==> src/rtl/uart_rx.sv <==
// UART receiver: 16x oversampled, 2-of-3 vote at bit centre, optional parity,
// one-entry holding register with valid/ready handshake and error pulses.
module uart_rx #(
  parameter int SYS_CLK    = 50000000,
  parameter int BAUD       = 115200,
  parameter bit PARITY_EN  = 1'b0,
  parameter bit PARITY_ODD = 1'b0
) (
  input  logic       clk,
  input  logic       n_rst,
  input  logic       rxd,
  output logic [7:0] rx_data,
  output logic       rx_valid,
  input  logic       rx_ready,
  output logic       frame_err,
  output logic       parity_err,
  output logic       overrun
);

  // state  | meaning
  // IDLE   | line idle, waiting for a falling edge
  // START  | start bit, glitch rejection at its centre
  // DATA   | eight data bits, LSB first
  // PARITY | parity bit (PARITY_EN only)
  // STOP   | stop bit, decided at its centre
  // BRK    | stop bit was 0, wait for the line to return high
  typedef enum logic [2:0] {S_IDLE, S_START, S_DATA, S_PARITY, S_STOP, S_BRK} state_t;

  localparam int          DIV_I  = (SYS_CLK + 8 * BAUD) / (16 * BAUD);
  localparam logic [15:0] DIV_M1 = 16'(DIV_I - 1);

  if (DIV_I < 2) begin : g_div_chk
    $error("uart_rx: baud divider must be at least 2");
  end

  state_t      state_q, state_d;
  logic        sync1_q, sync2_q;
  logic [15:0] div_q, div_d;
  logic [3:0]  samp_q, samp_d;
  logic [2:0]  idx_q, idx_d;
  logic [7:0]  shift_q, shift_d;
  logic        s7_q, s7_d, s8_q, s8_d;
  logic        par_err_q, par_err_d;
  logic [7:0]  rx_data_q, rx_data_d;
  logic        rx_valid_q, rx_valid_d;
  logic        frame_err_q, frame_err_d;
  logic        parity_err_q, parity_err_d;
  logic        overrun_q, overrun_d;

  logic rxd_s, tick, at_s9, at_s15, vote, deliver;

  assign rxd_s  = sync2_q;
  assign tick   = (div_q == DIV_M1);
  assign at_s9  = tick && (samp_q == 4'd9);
  assign at_s15 = tick && (samp_q == 4'd15);
  assign vote   = (s7_q & s8_q) | (s7_q & rxd_s) | (s8_q & rxd_s);

  always_comb begin
    state_d      = state_q;
    div_d        = tick ? 16'd0 : div_q + 16'd1;
    samp_d       = tick ? samp_q + 4'd1 : samp_q;
    idx_d        = idx_q;
    shift_d      = shift_q;
    s7_d         = s7_q;
    s8_d         = s8_q;
    par_err_d    = par_err_q;
    rx_data_d    = rx_data_q;
    rx_valid_d   = rx_valid_q;
    frame_err_d  = 1'b0;
    parity_err_d = 1'b0;
    overrun_d    = 1'b0;
    deliver      = 1'b0;

    if (tick && samp_q == 4'd7) s7_d = rxd_s;
    if (tick && samp_q == 4'd8) s8_d = rxd_s;

    case (state_q)
      S_IDLE: begin
        // counters held at zero so bit centres line up with the start edge
        div_d     = 16'd0;
        samp_d    = 4'd0;
        par_err_d = 1'b0;
        if (!rxd_s) state_d = S_START;
      end
      S_START: begin
        if (at_s9 && vote) state_d = S_IDLE;
        else if (at_s15) begin
          state_d = S_DATA;
          idx_d   = 3'd0;
        end
      end
      S_DATA: begin
        if (at_s9) shift_d[idx_q] = vote;
        if (at_s15) begin
          if (idx_q == 3'd7) state_d = PARITY_EN ? S_PARITY : S_STOP;
          else               idx_d   = idx_q + 3'd1;
        end
      end
      S_PARITY: begin
        if (at_s9)  par_err_d = vote ^ (^shift_q) ^ PARITY_ODD;
        if (at_s15) state_d   = S_STOP;
      end
      S_STOP: begin
        if (at_s9) begin
          if (!vote) begin
            frame_err_d = 1'b1;
            state_d     = S_BRK;
          end else if (par_err_q) begin
            parity_err_d = 1'b1;
            state_d      = S_IDLE;
          end else begin
            deliver = 1'b1;
            state_d = S_IDLE;
          end
        end
      end
      S_BRK: begin
        div_d  = 16'd0;
        samp_d = 4'd0;
        if (rxd_s) state_d = S_IDLE;
      end
      default: state_d = S_IDLE;
    endcase

    if (deliver) begin
      if (!rx_valid_q || rx_ready) begin
        rx_data_d  = shift_q;
        rx_valid_d = 1'b1;
      end else begin
        overrun_d = 1'b1;
      end
    end else if (rx_valid_q && rx_ready) begin
      rx_valid_d = 1'b0;
    end
  end

  always_ff @(posedge clk or negedge n_rst) begin
    if (!n_rst) begin
      state_q      <= S_IDLE;
      sync1_q      <= 1'b1;
      sync2_q      <= 1'b1;
      div_q        <= 16'd0;
      samp_q       <= 4'd0;
      idx_q        <= 3'd0;
      shift_q      <= 8'd0;
      s7_q         <= 1'b1;
      s8_q         <= 1'b1;
      par_err_q    <= 1'b0;
      rx_data_q    <= 8'd0;
      rx_valid_q   <= 1'b0;
      frame_err_q  <= 1'b0;
      parity_err_q <= 1'b0;
      overrun_q    <= 1'b0;
    end else begin
      state_q      <= state_d;
      sync1_q      <= rxd;
      sync2_q      <= sync1_q;
      div_q        <= div_d;
      samp_q       <= samp_d;
      idx_q        <= idx_d;
      shift_q      <= shift_d;
      s7_q         <= s7_d;
      s8_q         <= s8_d;
      par_err_q    <= par_err_d;
      rx_data_q    <= rx_data_d;
      rx_valid_q   <= rx_valid_d;
      frame_err_q  <= frame_err_d;
      parity_err_q <= parity_err_d;
      overrun_q    <= overrun_d;
    end
  end

  assign rx_data    = rx_data_q;
  assign rx_valid   = rx_valid_q;
  assign frame_err  = frame_err_q;
  assign parity_err = parity_err_q;
  assign overrun    = overrun_q;

endmodule

==> config.mk <==
export PLATFORM = sky130hd
export DESIGN_NAME = uart_rx
export DESIGN_NICKNAME = d
export VERILOG_FILES = /design/src/rtl/uart_rx.sv
export SDC_FILE = /design/constraint.sdc
export NUM_CORES = 1
export LEC_CHECK = 0
export CAP_MARGIN = 30
export CORE_MARGIN = 3
export CORE_UTILIZATION = 55
export DETAILED_ROUTE_END_ITERATION = 10
export DONT_BUFFER_PORTS = 1
export PLACE_DENSITY = 0.74
export SYNTH_ARGS = -nofsm -noshare
export SYNTH_HDL_FRONTEND = slang
export SYNTH_SLANG_ARGS = --single-unit
==> constraint.sdc <==
create_clock -name clk -period 3.4 [get_ports clk]
set_clock_uncertainty 0.15 [all_clocks]
set_input_delay 0.17 -clock clk [delete_from_list [all_inputs] [get_ports clk]]
set_output_delay 0.17 -clock clk [all_outputs]
set_load 0.02 [all_outputs]
==> results of run 1 <==
metrics by stage:
| step | util, % | area (µm²) |
|---|---|---|
| CTS | 62.4 | 2750 |
| detailed placement | 58.7 | 2590 |
| global placement | 58.7 | 2590 |
| finish | 62.4 | 2760 |
| global route | 62.4 | 2760 |
| floorplan | - | 2530 |
timing repair:
item,4_1_cts,5_1_grt
endpoints found under the hold margin,54,0
resized for setup,0,1
hold buffers,4,0
setup endpoints to repair,0,1
cell type report:
class	instances	area, µm²
clock inverter	1	7.51
clock buffer	7	96.3
fill	358	1660
sequential	51	1280
tap	52	65.1
inverter	10	37.5
multi-input combinational	167	1190
timing repair buffer	7	80.1
cell families (layout without fill, tap and decap cells):
| logic type | count (synthesis) | count (layout) | synth area share (%) |
|---|---|---|---|
| AO/OA/AOI/OAI | 21 | 21 | 5.68 |
| multiplexers | 19 | 19 | 8.45 |
| XOR/XNOR | 24 | 24 | 8.30 |
| adder cells (fa/ha/maj) | 8 | 8 | 3.86 |
| buffers and inverters | 17 | 25 | 2.57 |
| flip-flops | 51 | 51 | 50.6 |
| AND/OR/NAND/NOR | 95 | 95 | 20.5 |
critical path: stages, from the launching register on:
cell and delay, ns:
sky130_fd_sc_hd__dfrtp_1 0.41, sky130_fd_sc_hd__inv_1 0.07, sky130_fd_sc_hd__ha_1 0.13, sky130_fd_sc_hd__or3b_2 0.48, sky130_fd_sc_hd__or4_1 0.54, sky130_fd_sc_hd__or4_4 0.57, sky130_fd_sc_hd__nor4_1 0.32, sky130_fd_sc_hd__mux2_1 0.36
power groups by stage:
stage	Sequential, mW	Combinational [mW]	Clock [mW]
CTS	0.609	0.0198	0.395
global route	0.609	0.0214	0.416
floorplan	0.621	0.000893	0
detailed placement	0.621	0.00103	0
global placement	0.621	0.00103	0
finish	0.609	0.0188	0.379
sequential cells by signal, indices dropped and copies added, names as in the netlist, 3 cells and up:
signal   flops
samp_q       4
div_q       16
shift_q      8
rx_data      8
idx_q        3
state_q      3
cells in the mapped netlist (all sizes together), types with 7 or more instances:
master	count	area, µm²
dfrtp	47	1180
ha	7	87.6
inv	10	37.5
mux2	19	214
nand2	14	52.6
nand3	9	45.0
nor2	26	97.6
nor3	11	55.1
xnor2	15	131
xor2	9	78.8
per-layer routing:
metal	wire length, µm	share of wire [%]
met1	2110	47
met2	2200	49
met3	137	3.0
met4	68	1.5
met5	0	0
worst max-delay path by stage:
stage | cells past startpoint | slack, ns | endpoint
2_1_floorplan | 8 | 0.36 | shift_q[5]$_DFFE_PN0P_
3_3_place_gp | 7 | 0.24 | shift_q[5]$_DFFE_PN0P_
3_5_place_dp | 7 | 0.14 | shift_q[1]$_DFFE_PN0P_
4_1_cts | 7 | 0.12 | shift_q[1]$_DFFE_PN0P_
5_1_grt | 7 | 0.14 | shift_q[1]$_DFFE_PN0P_
6_report | 7 | 0.26 | shift_q[1]$_DFFE_PN0P_
==> report_table.html, run 1 <==
<table>
<tr><th>Metric</th><th>Value</th></tr>
<tr><th colspan="2">STA</th></tr>
<tr><td>RSZ-0062 raised after global routing</td><td>no</td></tr>
<tr><td>Max Slew Vio Count</td><td>0</td></tr>
<tr><td>Worst max-slew margin expressed relative to the limit</td><td>59.8%</td></tr>
<tr><td>Slew @ Worst Pin</td><td>0.599 ns</td></tr>
<tr><td>Minimum hold slack</td><td>0.210 ns</td></tr>
<tr><td>Final critical path time including I/O delays and setup</td><td>3.14 ns</td></tr>
<tr><td>Hold Violations, Final</td><td>0</td></tr>
<tr><td>Final worst-path setup slack</td><td>0.255 ns</td></tr>
<tr><td>Peak clock frequency supported by timing</td><td>0.318 GHz</td></tr>
<tr><td>Final setup violation count</td><td>0</td></tr>
<tr><td>Fin crit share</td><td>92.5%</td></tr>
<tr><td>Setup_tns</td><td>0 ns</td></tr>
<tr><th colspan="2">Clock network</th></tr>
<tr><td>Clock Tree Root</td><td>sky130_fd_sc_hd__clkbuf_8</td></tr>
<tr><td>Post-CTS Setup Repair Bufs</td><td>0</td></tr>
<tr><td>CTS H-Tree Depth</td><td>2</td></tr>
<tr><td>Clock transition at path regs</td><td>0.09 ns</td></tr>
<tr><td>Number of sinks handled by clock tree synthesis</td><td>51</td></tr>
<tr><td>TritonCTS buffer count</td><td>5</td></tr>
<tr><td>Insertion delay to the later sink of the worst-skew pair</td><td>0.30 ns</td></tr>
<tr><td>CTS tree</td><td>done</td></tr>
<tr><td>Max Buffers Root-to-Sink</td><td>2</td></tr>
<tr><th colspan="2">Critical path</th></tr>
<tr><td>Worst flop-to-flop path startpoint</td><td>div_q[0]$_DFF_PN0_</td></tr>
<tr><td>Worst-case reg-to-reg path depth</td><td>7</td></tr>
<tr><td>Endpoint kind of the worst setup timing path</td><td>register</td></tr>
<tr><td>Max Fanout on Critical Path</td><td>9</td></tr>
<tr><td>Reg-to-reg setup timing slack</td><td>0.26 ns</td></tr>
<tr><td>Arrival time reported for the critical path endpoint</td><td>3.18 ns</td></tr>
<tr><td>Type of the setup path with the least slack</td><td>register to register</td></tr>
<tr><td>Critical path data required time</td><td>3.44 ns</td></tr>
<tr><td>Worst setup startpoint</td><td>div_q[0]$_DFF_PN0_</td></tr>
<tr><td>RR Endpoint</td><td>shift_q[1]$_DFFE_PN0P_</td></tr>
<tr><td>Kind of launch point of the worst setup path</td><td>register</td></tr>
<tr><th colspan="2">Pwr</th></tr>
<tr><td>Cell-internal power</td><td>0.800 mW</td></tr>
<tr><td>Leakage power of the design</td><td>1.23 nW</td></tr>
<tr><td>Power density over the cells</td><td>365 mW/mm²</td></tr>
<tr><td>Design Power</td><td>1.01 mW</td></tr>
<tr><td>Worst vdd ir</td><td>0.179 mV</td></tr>
<tr><td>Switching power</td><td>0.207 mW</td></tr>
<tr><td>Combinational fraction of design power</td><td>1.9%</td></tr>
<tr><td>Clock share of power</td><td>37.6%</td></tr>
<tr><td>Net switching share of the total power</td><td>20.5%</td></tr>
<tr><td>Sequential fraction of design power</td><td>60.5%</td></tr>
<tr><th colspan="2">Floorplanning</th></tr>
<tr><td>Die boundary height</td><td>73.8 µm</td></tr>
<tr><td>Placeable core area</td><td>0.00441 mm²</td></tr>
<tr><td>Die Area</td><td>0.00545 mm²</td></tr>
<tr><td>Die span in x</td><td>73.8 µm</td></tr>
<tr><td>Cell row count</td><td>24</td></tr>
<tr><td>Effective utilization at floorplan</td><td>57.3%</td></tr>
<tr><td>Number of placed I/O pins</td><td>16</td></tr>
<tr><th colspan="2">Final layout</th></tr>
<tr><td>Commonest non-fill, non-tap cells in the layout</td><td>47 x sky130_fd_sc_hd__dfrtp_1, 26 x sky130_fd_sc_hd__nor2_1, 17 x sky130_fd_sc_hd__mux2_2</td></tr>
<tr><td>Most common cell after layout, fill and taps aside</td><td>sky130_fd_sc_hd__dfrtp_1</td></tr>
<tr><td>Number of standard cells in the final layout excluding fillers</td><td>295</td></tr>
<tr><td>Number of antenna repair diodes</td><td>0</td></tr>
<tr><td>Nets</td><td>253</td></tr>
<tr><td>Area growth syn-to-layout</td><td>8.90%</td></tr>
<tr><td>Layout cell share with drive strength beyond 1</td><td>16.5%</td></tr>
<tr><th colspan="2">Routing</th></tr>
<tr><td>Final WL</td><td>4520 µm</td></tr>
<tr><td>Vias</td><td>1749</td></tr>
<tr><td>Iteration count of the initial detailed-routing pass</td><td>4</td></tr>
<tr><td>Avg Vias per Cell</td><td>5.93</td></tr>
<tr><td>Mean routed wirelength per cell</td><td>15.3 µm</td></tr>
<tr><td>Remaining antenna violation count</td><td>0</td></tr>
<tr><td>DRC violation count after routing</td><td>0</td></tr>
<tr><td>Drt initial violations</td><td>179</td></tr>
<tr><th colspan="2">Flow run</th></tr>
<tr><td>Max Cap Viol</td><td>0</td></tr>
<tr><th colspan="2">Yosys</th></tr>
<tr><td>Area of the mapped netlist</td><td>0.00253 mm²</td></tr>
<tr><td>Number of unique standard cell types used by synthesis</td><td>44</td></tr>
<tr><td>Number of enable-type register cells in the synthesized netlist</td><td>0</td></tr>
<tr><td>Post-Synthesis Cells</td><td>235</td></tr>
<tr><td>Seq/Total Area, Yosys</td><td>50.6%</td></tr>
<tr><td>Flop and latch count out of synthesis</td><td>51</td></tr>
<tr><td>Share of flip-flops with an asynchronous set or reset</td><td>100%</td></tr>
<tr><td>Nets in the synthesized netlist</td><td>246</td></tr>
<tr><td>Warnings, synthesis</td><td>0</td></tr>
<tr><td>Primary FF master, synth</td><td>sky130_fd_sc_hd__dfrtp_1</td></tr>
<tr><td>Synthesized area per cell</td><td>10.8 µm²</td></tr>
<tr><th colspan="2">Global routing</th></tr>
<tr><td>Pin count of the biggest net entering global routing</td><td>52</td></tr>
<tr><td>First-pass GRT wire length</td><td>7760 µm</td></tr>
<tr><td>Number of antenna violations at the first check in global routing</td><td>0</td></tr>
<tr><td>Global routing met2 resource utilization</td><td>30.5%</td></tr>
<tr><td>GRT overflow</td><td>0</td></tr>
<tr><td>GRT Resource Usage Total</td><td>18.6%</td></tr>
<tr><td>Most Used Layer, Global Route</td><td>met2</td></tr>
<tr><td>Global-route track usage on met3</td><td>2.87%</td></tr>
<tr><td>Number of global-route vias before repair</td><td>1690</td></tr>
<tr><td>Met1 routing resource usage after global routing</td><td>24.2%</td></tr>
<tr><th colspan="2">Hold path</th></tr>
<tr><td>Start point of the worst min-delay path</td><td>sync1_q$_DFF_PN1_</td></tr>
<tr><td>Capture endpoint of the worst hold path</td><td>rxd_s$_DFF_PN1_</td></tr>
<tr><td>Worst hold stages</td><td>0</td></tr>
<tr><td>Class of the tightest hold or removal check</td><td>register to register</td></tr>
<tr><th colspan="2">Placed design</th></tr>
<tr><td>Last weighted congestion value of the routability-driven placer</td><td>0.863</td></tr>
<tr><td>Minimum setup slack after placement</td><td>0.144 ns</td></tr>
<tr><td>Number of port buffers</td><td>0</td></tr>
<tr><td>Number of cells after detailed placement</td><td>283</td></tr>
<tr><td>Placed wire-length estimate</td><td>3080 µm</td></tr>
<tr><th colspan="2">Status</th></tr>
<tr><td>Result of the run</td><td>finished, final reports clean</td></tr>
</table>
Note: power is estimated with default switching activity, not from simulation.
==> inputs of run 2 (changes only) <==
--- a/config.mk
+++ b/config.mk
@@ -7,10 +7,10 @@
 export LEC_CHECK = 0
 export CAP_MARGIN = 30
 export CORE_MARGIN = 3
-export CORE_UTILIZATION = 55
+export CORE_UTILIZATION = 50
 export DETAILED_ROUTE_END_ITERATION = 10
 export DONT_BUFFER_PORTS = 1
-export PLACE_DENSITY = 0.74
+export PLACE_DENSITY = 0.69
 export SYNTH_ARGS = -nofsm -noshare
 export SYNTH_HDL_FRONTEND = slang
 export SYNTH_SLANG_ARGS = --single-unit
==> report_table.html, run 2 (synthesis gave the netlist of run 1 again) <==
<table>
<tr><th>Metric</th><th>Value</th></tr>
<tr><th colspan="2">STA</th></tr>
<tr><td>Worst max-slew margin expressed relative to the limit</td><td>68.6%</td></tr>
<tr><td>Minimum hold slack</td><td>0.210 ns</td></tr>
<tr><td>Final critical path time including I/O delays and setup</td><td>3.22 ns</td></tr>
<tr><td>Max Slew Vio Count</td><td>0</td></tr>
<tr><td>Fin crit share</td><td>94.7%</td></tr>
<tr><td>Hold Violations, Final</td><td>0</td></tr>
<tr><td>Final setup violation count</td><td>0</td></tr>
<tr><td>Setup_tns</td><td>0 ns</td></tr>
<tr><td>Final worst-path setup slack</td><td>0.182 ns</td></tr>
<tr><td>RSZ-0062 raised after global routing</td><td>no</td></tr>
<tr><td>Slew @ Worst Pin</td><td>0.472 ns</td></tr>
<tr><td>Peak clock frequency supported by timing</td><td>0.311 GHz</td></tr>
<tr><th colspan="2">Critical path</th></tr>
<tr><td>Arrival time reported for the critical path endpoint</td><td>3.26 ns</td></tr>
<tr><td>Endpoint kind of the worst setup timing path</td><td>register</td></tr>
<tr><td>Type of the setup path with the least slack</td><td>register to register</td></tr>
<tr><td>Critical path data required time</td><td>3.44 ns</td></tr>
<tr><td>Worst-case reg-to-reg path depth</td><td>7</td></tr>
<tr><td>Kind of launch point of the worst setup path</td><td>register</td></tr>
<tr><td>Worst flop-to-flop path startpoint</td><td>div_q[0]$_DFF_PN0_</td></tr>
<tr><td>Reg-to-reg setup timing slack</td><td>0.18 ns</td></tr>
<tr><td>Max Fanout on Critical Path</td><td>9</td></tr>
<tr><td>RR Endpoint</td><td>shift_q[1]$_DFFE_PN0P_</td></tr>
<tr><th colspan="2">Global routing</th></tr>
<tr><td>Pin count of the biggest net entering global routing</td><td>52</td></tr>
<tr><td>Number of global-route vias before repair</td><td>1636</td></tr>
<tr><td>Number of antenna violations at the first check in global routing</td><td>0</td></tr>
<tr><td>GRT overflow</td><td>0</td></tr>
<tr><td>GRT Resource Usage Total</td><td>16.3%</td></tr>
<tr><td>First-pass GRT wire length</td><td>7840 µm</td></tr>
<tr><th colspan="2">Routing</th></tr>
<tr><td>Vias</td><td>1740</td></tr>
<tr><td>Mean routed wirelength per cell</td><td>14.4 µm</td></tr>
<tr><td>Remaining antenna violation count</td><td>0</td></tr>
<tr><td>Drt initial violations</td><td>111</td></tr>
<tr><td>Avg Vias per Cell</td><td>5.61</td></tr>
<tr><td>DRC violation count after routing</td><td>0</td></tr>
<tr><td>Iteration count of the initial detailed-routing pass</td><td>4</td></tr>
<tr><td>Final WL</td><td>4470 µm</td></tr>
<tr><th colspan="2">Floorplanning</th></tr>
<tr><td>Effective utilization at floorplan</td><td>52.5%</td></tr>
<tr><td>Die boundary height</td><td>77.2 µm</td></tr>
<tr><td>Cell row count</td><td>25</td></tr>
<tr><td>Number of placed I/O pins</td><td>16</td></tr>
<tr><td>Die Area</td><td>0.00595 mm²</td></tr>
<tr><td>Die span in x</td><td>77.2 µm</td></tr>
<tr><td>Placeable core area</td><td>0.00482 mm²</td></tr>
<tr><th colspan="2">Status</th></tr>
<tr><td>Result of the run</td><td>finished, final reports clean</td></tr>
<tr><th colspan="2">Placed design</th></tr>
<tr><td>Instance area after placement</td><td>0.00261 mm²</td></tr>
<tr><td>Last weighted congestion value of the routability-driven placer</td><td>0.820</td></tr>
<tr><td>Placed wire-length estimate</td><td>3120 µm</td></tr>
<tr><td>Number of cells after detailed placement</td><td>298</td></tr>
<tr><td>Minimum setup slack after placement</td><td>0.191 ns</td></tr>
<tr><td>Number of port buffers</td><td>0</td></tr>
<tr><th colspan="2">Final layout</th></tr>
<tr><td>Footprint of the multi-input gates</td><td>0.00119 mm²</td></tr>
<tr><td>Number of antenna repair diodes</td><td>0</td></tr>
<tr><td>Register ranked first by flip-flop count</td><td>div_q</td></tr>
<tr><td>Nets</td><td>253</td></tr>
<tr><td>Sequential Area</td><td>0.00128 mm²</td></tr>
<tr><td>Total non-filler cell area in the finished layout</td><td>0.00279 mm²</td></tr>
<tr><td>Layout cell share with drive strength beyond 1</td><td>16.5%</td></tr>
<tr><td>Area growth syn-to-layout</td><td>10.3%</td></tr>
<tr><td>Most common cell after layout, fill and taps aside</td><td>sky130_fd_sc_hd__dfrtp_1</td></tr>
<tr><td>Final Util</td><td>57.9%</td></tr>
<tr><td>Number of flip-flops in the largest register</td><td>16</td></tr>
<tr><td>Count of filler cells inserted in the layout</td><td>433</td></tr>
<tr><td>Commonest non-fill, non-tap cells in the layout</td><td>47 x sky130_fd_sc_hd__dfrtp_1, 26 x sky130_fd_sc_hd__nor2_1, 17 x sky130_fd_sc_hd__mux2_2</td></tr>
<tr><td>Number of standard cells in the final layout excluding fillers</td><td>310</td></tr>
<tr><th colspan="2">Clock network</th></tr>
<tr><td>Insertion delay to the later sink of the worst-skew pair</td><td>0.30 ns</td></tr>
<tr><td>CTS H-Tree Depth</td><td>2</td></tr>
<tr><td>TritonCTS buffer count</td><td>5</td></tr>
<tr><td>Clock Tree Root</td><td>sky130_fd_sc_hd__clkbuf_8</td></tr>
<tr><td>Clock transition at path regs</td><td>0.09 ns</td></tr>
<tr><td>Max Buffers Root-to-Sink</td><td>2</td></tr>
<tr><td>Number of sinks handled by clock tree synthesis</td><td>51</td></tr>
<tr><td>CTS tree</td><td>done</td></tr>
<tr><th colspan="2">Hold path</th></tr>
<tr><td>Capture endpoint of the worst hold path</td><td>rxd_s$_DFF_PN1_</td></tr>
<tr><td>Worst hold stages</td><td>0</td></tr>
<tr><td>Start point of the worst min-delay path</td><td>sync1_q$_DFF_PN1_</td></tr>
<tr><td>Class of the tightest hold or removal check</td><td>register to register</td></tr>
<tr><th colspan="2">Pwr</th></tr>
<tr><td>Worst vdd ir</td><td>0.195 mV</td></tr>
<tr><td>Design Power</td><td>1.06 mW</td></tr>
<tr><td>Power density over the cells</td><td>380 mW/mm²</td></tr>
<tr><td>Leakage power of the design</td><td>1.24 nW</td></tr>
<tr><th colspan="2">Flow run</th></tr>
<tr><td>Max Cap Viol</td><td>0</td></tr>
</table>
-- run 2: cell count changes in the layout (fill, tap and decap cells not counted) --
| cell | delta |
|---|---|
| sky130_fd_sc_hd__or4_1 | +1 |
| sky130_fd_sc_hd__or4_4 | -1 |
| sky130_fd_sc_hd__nor4_1 | -1 |
| sky130_fd_sc_hd__clkinv_2 | +1 |
| sky130_fd_sc_hd__clkinvlp_4 | -1 |
| sky130_fd_sc_hd__bufinv_16 | +1 |
| sky130_fd_sc_hd__clkbuf_8 | -1 |
| sky130_fd_sc_hd__nor4_2 | +1 |
-- run 2: routing by layer --
metal	vias up	wire length, µm	global-route usage [%]	share of wire [%]
met4	0	63	5.34	1.4
met2	40	2110	25.7	47
met3	4	181	3.87	4.1
met5	-	0	0	0
met1	855	2120	22.0	47
li1	841	-	-	-
-- run 2: area by class of cell --
type | instances | area share, %
clock inverter | 2 | 1.26
sequential | 51 | 45.9
tap | 67 | 3.00
multi-input combinational | 167 | 42.7
inverter | 10 | 1.34
timing repair buffer | 7 | 2.87
clock buffer | 6 | 2.96
-- run 2: timing repair --
item | CTS | global route
setup buffers | 0 | 0
hold endpoints to repair | 54 | 0
endpoints found under the setup margin | 0 | 1
hold buffers | 4 | 0
gates resized for setup | 0 | 1
-- run 2: worst max-delay path by stage --
stage	startpoint	to	slack [ns]
2_1_floorplan	div_q[0]$_DFF_PN0_	shift_q[5]$_DFFE_PN0P_	0.36
4_1_cts	div_q[0]$_DFF_PN0_	shift_q[1]$_DFFE_PN0P_	0.19
3_3_place_gp	div_q[0]$_DFF_PN0_	shift_q[3]$_DFFE_PN0P_	0.25
6_report	div_q[0]$_DFF_PN0_	shift_q[1]$_DFFE_PN0P_	0.18
3_5_place_dp	div_q[0]$_DFF_PN0_	shift_q[1]$_DFFE_PN0P_	0.19
5_1_grt	div_q[0]$_DFF_PN0_	shift_q[1]$_DFFE_PN0P_	0.04
-- run 2: power by group --
group          switching, mW  total, mW  internal [mW]  leakage [nW]
Sequential          0.000731      0.609          0.608         0.674
Clock                  0.195      0.433          0.238        0.0612
Combinational         0.0127     0.0187        0.00604         0.509
-- run 2: critical path, stage by stage, from the launching register on --
cell and delay (ns):
sky130_fd_sc_hd__dfrtp_1 0.41, sky130_fd_sc_hd__inv_1 0.07, sky130_fd_sc_hd__ha_1 0.12, sky130_fd_sc_hd__or3b_2 0.47, sky130_fd_sc_hd__or4_1 0.54, sky130_fd_sc_hd__or4_1 0.68
sky130_fd_sc_hd__nor4_1 0.33, sky130_fd_sc_hd__mux2_1 0.35
